`config.mk`:
```
export PLATFORM = sky130hd
export DESIGN_NAME = trp_ctrl
export DESIGN_NICKNAME = d
export VERILOG_FILES = /design/src/rtl/trp_ctrl.sv
export SDC_FILE = /design/constraint.sdc
export NUM_CORES = 1
export LEC_CHECK = 0
export ABC_AREA = 1
export BUFFER_PORTS_ARGS = -buffer_cell sky130_fd_sc_hd__buf_2
export CELL_PAD_IN_SITES_DETAIL_PLACEMENT = 0
export CELL_PAD_IN_SITES_GLOBAL_PLACEMENT = 2
export CORE_UTILIZATION = 27
export DETAILED_ROUTE_END_ITERATION = 12
export GPL_TIMING_DRIVEN = 0
export PLACE_DENSITY = 0.78
export SYNTH_ARGS = -nofsm -noshare
export SYNTH_HDL_FRONTEND = slang
export SYNTH_SLANG_ARGS = --single-unit
```
`constraint.sdc`:
```
create_clock -name clk -period 1.6 [get_ports clk]
set_input_delay 0.16 -clock clk [delete_from_list [all_inputs] [get_ports clk]]
set_output_delay 0.16 -clock clk [all_outputs]
set_load 0.01 [all_outputs]
```
`src/rtl/trp_ctrl.sv`:
```
// trp_ctrl: round-robin scheduler feeding one shared transpose/reduction unit.
// Optional WAIT watchdog enabled by defining TRP_CTRL_TIMEOUT_EN.
module trp_ctrl #(
    parameter int WIDTH          = 32,
    parameter int NUM_ELEMS      = 8,
    parameter int TIMEOUT_CYCLES = 256
) (
    input  logic             clk,
    input  logic             resetn,
    input  logic [1:0]       req,
    input  logic [1:0]       req_mode0,
    input  logic [1:0]       req_mode1,
    output logic [1:0]       gnt,
    input  logic             in_valid,
    input  logic [WIDTH-1:0] in_data,
    output logic             in_ready,
    output logic             trp_en,
    output logic [WIDTH-1:0] trp_a,
    output logic [1:0]       trp_mode,
    input  logic             trp_busy,
    input  logic             trp_valid,
    input  logic [WIDTH-1:0] trp_out,
    output logic             res_valid,
    input  logic             res_ready,
    output logic [WIDTH-1:0] res_data,
    output logic             res_id,
    output logic             res_err
);

    localparam int CW = $clog2(NUM_ELEMS + 1);

    typedef enum logic [1:0] {
        IDLE,
        FEED,
        WAIT,
        HOLD
    } state_e;

    state_e           state_q, state_d;
    logic [1:0]       gnt_q, gnt_d;
    logic             last_q, last_d;
    logic [1:0]       mode_q, mode_d;
    logic [CW-1:0]    cnt_q, cnt_d;
    logic             en_q, en_d;
    logic [WIDTH-1:0] a_q, a_d;
    logic             rv_q, rv_d;
    logic [WIDTH-1:0] rd_q, rd_d;
    logic             rid_q, rid_d;
    logic             pick;

`ifdef TRP_CTRL_TIMEOUT_EN
    localparam int TW = $clog2(TIMEOUT_CYCLES + 1);
    logic [TW-1:0] tcnt_q, tcnt_d;
    logic          err_q, err_d;
    logic          expired;
    assign expired = (tcnt_q == TW'(TIMEOUT_CYCLES));
`endif

    // On a tie the requester not served last wins
    assign pick = (req == 2'b11) ? ~last_q : req[1];

    always_comb begin
        state_d = state_q;
        gnt_d   = gnt_q;
        last_d  = last_q;
        mode_d  = mode_q;
        cnt_d   = cnt_q;
        en_d    = 1'b0;
        a_d     = a_q;
        rv_d    = rv_q;
        rd_d    = rd_q;
        rid_d   = rid_q;
`ifdef TRP_CTRL_TIMEOUT_EN
        tcnt_d  = tcnt_q;
        err_d   = err_q;
`endif
        case (state_q)
            IDLE: begin
                if ((|req) && !trp_busy) begin
                    gnt_d   = pick ? 2'b10 : 2'b01;
                    mode_d  = pick ? req_mode1 : req_mode0;
                    cnt_d   = '0;
                    state_d = FEED;
                end
            end
            FEED: begin
                if (in_valid) begin
                    en_d  = 1'b1;
                    a_d   = in_data;
                    cnt_d = cnt_q + CW'(1);
                    if (cnt_q == CW'(NUM_ELEMS - 1)) begin
                        state_d = WAIT;
`ifdef TRP_CTRL_TIMEOUT_EN
                        tcnt_d  = '0;
`endif
                    end
                end
            end
            WAIT: begin
                if (trp_valid) begin
                    rv_d    = 1'b1;
                    rd_d    = trp_out;
                    rid_d   = gnt_q[1];
`ifdef TRP_CTRL_TIMEOUT_EN
                    err_d   = 1'b0;
`endif
                    state_d = HOLD;
`ifdef TRP_CTRL_TIMEOUT_EN
                end else if (expired) begin
                    rv_d    = 1'b1;
                    rd_d    = '0;
                    rid_d   = gnt_q[1];
                    err_d   = 1'b1;
                    state_d = HOLD;
                end else begin
                    tcnt_d  = tcnt_q + TW'(1);
`endif
                end
            end
            HOLD: begin
                if (res_ready) begin
                    rv_d    = 1'b0;
                    gnt_d   = 2'b00;
                    last_d  = gnt_q[1];
                    state_d = IDLE;
                end
            end
            default: state_d = IDLE;
        endcase
    end

    always_ff @(posedge clk or negedge resetn) begin
        if (!resetn) begin
            state_q <= IDLE;
            gnt_q   <= 2'b00;
            last_q  <= 1'b1;
            mode_q  <= 2'b00;
            cnt_q   <= '0;
            en_q    <= 1'b0;
            a_q     <= '0;
            rv_q    <= 1'b0;
            rd_q    <= '0;
            rid_q   <= 1'b0;
        end else begin
            state_q <= state_d;
            gnt_q   <= gnt_d;
            last_q  <= last_d;
            mode_q  <= mode_d;
            cnt_q   <= cnt_d;
            en_q    <= en_d;
            a_q     <= a_d;
            rv_q    <= rv_d;
            rd_q    <= rd_d;
            rid_q   <= rid_d;
        end
    end

`ifdef TRP_CTRL_TIMEOUT_EN
    always_ff @(posedge clk or negedge resetn) begin
        if (!resetn) begin
            tcnt_q <= '0;
            err_q  <= 1'b0;
        end else begin
            tcnt_q <= tcnt_d;
            err_q  <= err_d;
        end
    end
    assign res_err = err_q;
`else
    assign res_err = 1'b0;
`endif

    assign gnt       = gnt_q;
    assign in_ready  = (state_q == FEED);
    assign trp_en    = en_q;
    assign trp_a     = a_q;
    assign trp_mode  = mode_q;
    assign res_valid = rv_q;
    assign res_data  = rd_q;
    assign res_id    = rid_q;

endmodule

```
; After elaboration in Yosys (flattened, before gate mapping)
; Index checks and enable logic that the tools add are counted.
[word_totals]
out_inout_bits = 73
inputBits = 76
wordCells = 56
reg_bits = 78
[classes]
reduce_logical = 15
bitwise_logic = 1
eq_ne = 10
n_mux = 19
addsub = 1
[ops]
columns = operator, count
row1 = $mux W2, 8
row2 = $reduce_and A3 Y1, 3
row3 = $mux W4, 2
row4 = $ne A2 B2 Y1 const B, 4
row5 = $pmux W2 S4, 1
row6 = $pmux W4 S2, 1
row7 = $reduce_and A2 Y1, 4
row8 = $eq A2 B2 Y1 const B, 3
row9 = $reduce_bool A2 Y1, 3
row10 = $mux W1, 5
row11 = $reduce_and A5 Y1, 1
row12 = $add A4 B1 Y4 const B, 1
row13 = $eq A4 B3 Y1 const B, 1
row14 = $pmux W2 S2, 1
row15 = $eq A2 B1 Y1 const B, 1
row16 = $logic_not A2 Y1, 1
row17 = $ne A2 B1 Y1 const B, 1
row18 = $pmux W1 S2, 1
row19 = $reduce_or A2 Y1, 1
row20 = $logic_and A1 B1 Y1, 1
row21 = $logic_not A1 Y1, 1
row22 = $not A1 Y1, 1

; Longest topological paths before layout
; Gate-level depths: netlist of run 1.
[depth]
ltp_word = 5
depth_mapped = 8
depth_no_buf = 8

; Least setup slack after synthesis of run 1
; No wires, ideal clock.
[synth_path]
path_kind = reg2reg
from = register state_q[0]
to = register rd_q[0], in the netlist res_data[0]
path_slack_ns = 0.225
setup_time_ns = 0.125
t_arrival_ns = 1.250
period_less_slack_ns = 1.375
n_path_buf = 1
t_required_ns = 1.475
path_stages_with_launch = 6
path_cell_list = dfrtp_1 inv_1 ha_1 nand2_4 buf_6 mux2_4
[synth_via]
elab_chain_len = 2
[synth_lines]
columns = item, line
row1 = "start, declared", 39  ; state_e state_q, state_d;
row2 = "start signal, assigned", 145  ; state_q <= state_d;
row3 = $eq A2 B2 Y1, 77  ; case (state_q)
row4 = $reduce_and A2 Y1 (no source line), -
row5 = "end signal, assigned", 153  ; rd_q <= rd_d;
row6 = "end, declared", 47  ; logic [WIDTH-1:0] rd_q, rd_d;
; Every way passes these cells.
; A chain may end at the register's enable or synchronous reset.

; Final worst setup path of run 1
[layout_path]
from = register state_q[0]
to = register rd_q[4], in the netlist res_data[4]
; The elaborated chain is that of the path after synthesis.

==> flow_metrics.env, run 1 <==
export IMPL_status="completed"
export IMPL_hpwl_mm=5.53
export IMPL_setup_viol=0
export IMPL_avgSynthCellArea_um2=10.8
export IMPL_power_density_nw_per_um2=1950
export IMPL_wl_mm=7.88
export IMPL_ys_seq_area_share_pct=59.2
export IMPL_drv_cap=0
export IMPL_seqCellArea_um2=1950
export IMPL_first_pass_iters=4
export IMPL_period_minus_slack_ns=1.52
export IMPL_drtIter0Drc=97
export IMPL_power_leakage_nw=2.66
export IMPL_gp_congestion=0.687
export IMPL_die_area_um2=12700
export IMPL_cts_sinks=78
export IMPL_setup_tns_ns=0
export IMPL_grt_max_degree=66
export IMPL_start_util_pct=27.6
export IMPL_die_width_um=113
export IMPL_cp_data_required_time_ns=1.82
export IMPL_first_global_vias=2728
export IMPL_core_um2=12000
export IMPL_wl_per_cell_um=12.4
export IMPL_hold_viol_final=0
export IMPL_cts_root_buf="clkbuf_16"
export IMPL_fp_dieH_um=113
export IMPL_grt_overflow=0
export IMPL_cts_setup_buffers=0
export IMPL_via_per_inst=4.24
export IMPL_syn_instance_count=305
export IMPL_rows=40
export IMPL_cts_buffers=9
export IMPL_hp_class="in2reg"
export IMPL_final_cell_area_um2=4790
export IMPL_slew_violations=0
export IMPL_start_kind="flip-flop"
export IMPL_clk_latency_ns=0.34
export IMPL_finalClockSkew_ns=0.00944
export IMPL_total_power_mw=9.33
export IMPL_antenna_cells=0
export IMPL_crit_type="reg2reg"
export IMPL_crit_arrival_ns=1.74
export IMPL_drc=0
export IMPL_synth_warnings=0
export IMPL_synth_distinct_cells=23
export IMPL_cts_tree="built"
export IMPL_clk_pin_slew_ns=0.06
export IMPL_io_pins=149
export IMPL_n_fill_cell=1217
export IMPL_clock_path_buffers=2
export IMPL_fin_nets=565
export IMPL_synth_cell_area_um2=3300
export IMPL_holdWs_ns=0.0156
export IMPL_ys_ff_latch=78
export IMPL_peakVddDrop_v=0.000667
export IMPL_antenna_found_initial=0
export IMPL_grt_pass1_wl_mm=13.2
export IMPL_grt_usage_pct=13.5
export IMPL_worstPathMaxFanout=10
export IMPL_portBuffers=147
export IMPL_worstSetupEndpointType="flip-flop"
export IMPL_synth_fp_nets=386
export IMPL_syn_to_final_growth_pct=45.3
export IMPL_min_period_over_period_pct=94.8
export IMPL_max_freq_mhz=659
export IMPL_place_area_um2=4250
export IMPL_multi_input_area_um2=1220
export IMPL_drtAntennaViolNets=0
export IMPL_drive_above_1_share_pct=44.2
export IMPL_vias=2694
export IMPL_htreeDepth=3
==> synth_stat cells <==
master | n | share of area, %
a21oi_1 | 4 | 0.61
a21oi_2 | 1 | 0.27
a31oi_1 | 1 | 0.19
buf_2 | 1 | 0.15
buf_4 | 4 | 0.91
buf_6 | 3 | 1.0
clkbuf_1 | 2 | 0.23
conb_1 | 1 | 0.11
dfrtp_1 | 77 | 58
dfstp_2 | 1 | 0.80
ha_1 | 5 | 1.9
inv_1 | 13 | 1.5
inv_2 | 1 | 0.11
mux2_2 | 5 | 1.7
mux2_4 | 27 | 12
nand2_1 | 127 | 14
nand2_4 | 1 | 0.34
nand3_1 | 9 | 1.4
nand4_1 | 1 | 0.19
nor2_1 | 6 | 0.68
o21ai_0 | 12 | 1.8
o21bai_4 | 1 | 0.57
or2_2 | 2 | 0.38
==> critical path, cell delays in order, from the launching register on <==
cell and delay (ns):
dfrtp_1 0.40, inv_1 0.09, ha_1 0.26, nand2_4 0.14
buf_6 0.19, mux2_4 0.31
==> power by group <==
| group | total [mW] | internal [mW] | switching, mW |
|---|---|---|---|
| clock | 2.25 | 1.42 | 0.830 |
| combinational | 3.66 | 1.80 | 1.86 |
| sequential | 3.42 | 2.92 | 0.501 |
| total | 9.33 | 6.14 | 3.19 |
==> metrics by stage <==
step,util (%),std cells,setup slack [ns]
floorplan,-,305,0.225
global placement,35.3,599,-0.270
detailed placement,35.5,600,-0.0950
CTS,40.0,636,0.0522
global route,40.1,636,-0.00287
finish,40.1,636,0.0828
==> placed cells by master (no fill, tap or decap) <==
master and count:
buf_2 147, nand2_1 126, dfrtp_1 77, mux2_4 27, dlygate4sd3_1 20, inv_1 13, o21ai_0 12, nand3_1 9
clkbuf_16 9, buf_4 5, nor2_1 5, mux2_2 5, a21oi_1 4, ha_1 4, buf_6 3, or2_2 2
clkbuf_2 2, bufinv_16 2, clkinvlp_4 2, nand2_2 1, inv_4 1, nand2_4 1, o21bai_4 1, nor2_2 1
a31oi_1 1, a21oi_2 1, nand4_1 1, ha_2 1, conb_1 1, clkinv_4 1, inv_6 1, clkbuf_8 1
dfstp_2 1, buf_16 1
==> timing repair <==
item | in CTS | in global routing
resized for setup | 3 | 3
setup endpoints to repair | 29 | 33
hold buffers | 20 | 0
hold endpoints to repair | 32 | 0
==> path summary, 6_finish.rpt <==
check,from,endpoint,slack [ns],cells past startpoint
worst max-delay path,state_q[0],res_data[4],0.08,5
worst min-delay path,in_data[28],trp_a[28],0.02,3
worst max register to register,state_q[0],res_data[4],0.08,5
worst min register to register,trp_a[19],trp_a[19],0.47,2
max in group asynchronous,resetn,trp_a[19],0.81,3
min in group asynchronous,resetn,cnt_q[2],0.22,2
==> cells by family after synthesis <==
group / Yosys count / synth area share [%]
mux: 32 / 14.0
buf+inv: 24 / 3.91
other cells: 1 / 0.114
simple gates: 146 / 17.4
flops: 78 / 59.2
fa+ha+maj: 5 / 1.90
compound gates: 19 / 3.45
==> per-layer routing <==
layer  wire length, µm  global-route usage, %  share of wire [%]  vias to the layer above
met5                 0                      0                  0                        -
met4               147                   7.47                1.9                        0
met3               499                   4.05                6.3                       11
met2              3390                   20.2                 43                      100
met1              3850                   17.5                 49                     1258
li1                  -                      -                  -                     1325
==> layout make-up <==
class | instances | area share [%]
Multi-Input combinational cell | 203 | 25.5
Timing Repair Buffer | 168 | 20.2
Buffer | 10 | 1.64
Clock buffer | 10 | 4.99
Sequential cell | 78 | 40.8
Tap cell | 147 | 3.84
Clock inverter | 6 | 1.93
Inverter | 14 | 1.15
==> sequential cells by signal, summed over array words and instances (netlist names) <==
name       count
trp_mode       2
trp_a         32
res_id         1
last_q         1
res_data      32
state_q        2
trp_en         1
res_valid      1
cnt_q          4
gnt            2
Note: power is estimated with default switching activity, not from simulation.
==> run 2, diff against run 1 <==
--- a/config.mk
+++ b/config.mk
@@ -6,7 +6,7 @@
 export NUM_CORES = 1
 export LEC_CHECK = 0
 export ABC_AREA = 1
-export BUFFER_PORTS_ARGS = -buffer_cell sky130_fd_sc_hd__buf_2
+export BUFFER_PORTS_ARGS = -buffer_cell sky130_fd_sc_hd__clkbuf_2
 export CELL_PAD_IN_SITES_DETAIL_PLACEMENT = 0
 export CELL_PAD_IN_SITES_GLOBAL_PLACEMENT = 2
 export CORE_UTILIZATION = 27
==> run 2 against run 1 <==
Routed wire length fell by 2.9%; utilization fell by 1.8 points; clock power fell by 15%; cell count fell by 2.7%; sequential share of layout area rose by 1.9 points; via count fell by 3.0%; worst setup slack improved by 0.041 ns; global-route usage fell by 0.67 points; sequential cell count did not move; clock skew fell by 0.0059 ns; die area did not move; critical path type unchanged; largest power group unchanged.
==> flow_metrics.env, run 2 (synthesized netlist as in run 1, its figures left out) <==
export IMPL_status="completed"
export IMPL_gp_congestion=0.698
export IMPL_grt_pass1_wl_mm=12.6
export IMPL_wl_met1_mm=3.54
export IMPL_min_period_over_period_pct=92.2
export IMPL_rsz0062_at_grt="no"
export IMPL_antenna_cells=0
export IMPL_top_layer_used="met4"
export IMPL_cts_root_buf="clkbuf_16"
export IMPL_cts_sinks=78
export IMPL_core_um2=12000
export IMPL_io_pins=149
export IMPL_die_area_um2=12700
export IMPL_portBuffers=147
export IMPL_slew_violations=0
export IMPL_power_density_nw_per_um2=1960
export IMPL_hold_viol_final=0
export IMPL_fin_nets=548
export IMPL_hpwl_mm=5.64
export IMPL_clock_path_buffers=2
export IMPL_final_cell_area_um2=4580
export IMPL_cts_buffers=9
export IMPL_max_freq_mhz=678
export IMPL_htreeDepth=3
export IMPL_clk_pin_slew_ns=0.06
export IMPL_cts_tree="built"
export IMPL_wl_per_cell_um=12.4
export IMPL_drive_above_1_share_pct=46.2
export IMPL_drtIter0Drc=73
export IMPL_place_area_um2=4250
export IMPL_worstSetupEndpointType="flip-flop"
export IMPL_peakVddDrop_v=0.000467
export IMPL_drtAntennaViolNets=0
export IMPL_rows=40
export IMPL_grt_overflow=0
export IMPL_start_util_pct=27.6
export IMPL_period_minus_slack_ns=1.48
export IMPL_antenna_found_initial=0
export IMPL_first_pass_iters=4
export IMPL_postLayoutCoreUtil_pct=38.3
export IMPL_cp_data_required_time_ns=1.82
export IMPL_wl_met3_um=631
export IMPL_wl_mm=7.66
export IMPL_grt_max_degree=64
export IMPL_drv_cap=0
export IMPL_via_per_inst=4.22
export IMPL_routed_wl_met2_mm=3.34
export IMPL_hp_class="in2reg"
export IMPL_first_global_vias=2562
export IMPL_drc=0
export IMPL_syn_to_final_growth_pct=38.8
export IMPL_layout_common_cells="clkbuf_2, nand2_1, dfrtp_1"
export IMPL_grt_usage_pct=12.8
export IMPL_power_leakage_nw=2.57
export IMPL_setup_viol=0
export IMPL_start_kind="flip-flop"
export IMPL_final_common_cell="clkbuf_2"
export IMPL_finalClockSkew_ns=0.00351
export IMPL_clk_latency_ns=0.33
export IMPL_die_width_um=113
export IMPL_fp_dieH_um=113
export IMPL_vias=2613
export IMPL_crit_arrival_ns=1.70
export IMPL_crit_type="reg2reg"
export IMPL_worstPathMaxFanout=10
==> run 2: cell types whose count changed in the layout (fill, tap and decap cells not counted), moves of 2 or more <==
cell           before  now
buf_2             147    1
ha_2                1    3
ha_1                4    2
clkbuf_2            2  148
bufinv_16           2    0
dlygate4sd3_1      20    3
==> run 2: where the power goes <==
| group | internal (mW) | total, mW | switching, mW | leakage [nW] |
|---|---|---|---|---|
| registers | 2.92 | 3.45 | 0.529 | 0.957 |
| logic | 1.77 | 3.62 | 1.85 | 1.48 |
| clock network | 1.10 | 1.92 | 0.826 | 0.131 |
==> run 2: final timing paths <==
kind / from / to / slack (ns) / cells after the start
worst min-delay path: in_data[11] / trp_a[11] / 0.02 / 3
min in group asynchronous: resetn / res_data[23] / 0.26 / 2
worst min register to register: trp_a[24] / trp_a[24] / 0.48 / 2
max in group asynchronous: resetn / cnt_q[0] / 0.74 / 3
worst max register to register: state_q[0] / res_data[19] / 0.12 / 5
worst max-delay path: state_q[0] / res_data[19] / 0.12 / 5
==> run 2: repair_timing <==
action / 4_1_cts / 5_1_grt
endpoints found under the hold margin: 17 / 0
endpoints found under the setup margin: 29 / 60
resized for setup: 3 / 4
hold buffers: 3 / 0
buffers inserted: 0 / 0
==> run 2: stage by stage <==
stage                     hold slack, ns  total power, mW  instances  TNS [ns]  setup slack, ns
after floorplan                   -0.136             5.65        305         0            0.225
after global placement             0.354             7.04        599    -38.46           -0.487
after detailed placement          0.0797             7.12        600     -1.40          -0.0899
after CTS                       0.000807             9.13        619         0           0.0504
after global routing              0.0156             9.70        619         0          0.00873
final                             0.0155             8.99        619         0            0.124
==> run 2: worst max-delay path, cell delays in order (launching register included) <==
cell and delay [ns]:
dfrtp_1 0.40, inv_1 0.09, ha_2 0.22, nand2_4 0.13, buf_6 0.20, mux2_4 0.31
==> run 2: area by class of cell <==
cell class                      count  area [µm²]
Clock buffer                       10         239
Fill cell                        1229        7380
Buffer                             10        78.8
Clock inverter                      6        45.0
Timing Repair Buffer              151         796
Sequential cell                    78        1950
Tap cell                          147         184
Multi-Input combinational cell    203        1230
Inverter                           14        52.6
==> run 2: routing by layer <==
layer,vias up,GRT usage [%]
li1,1292,-
met1,1207,16.4
met2,101,19.2
met3,13,4.75
met4,0,6.13
met5,-,0
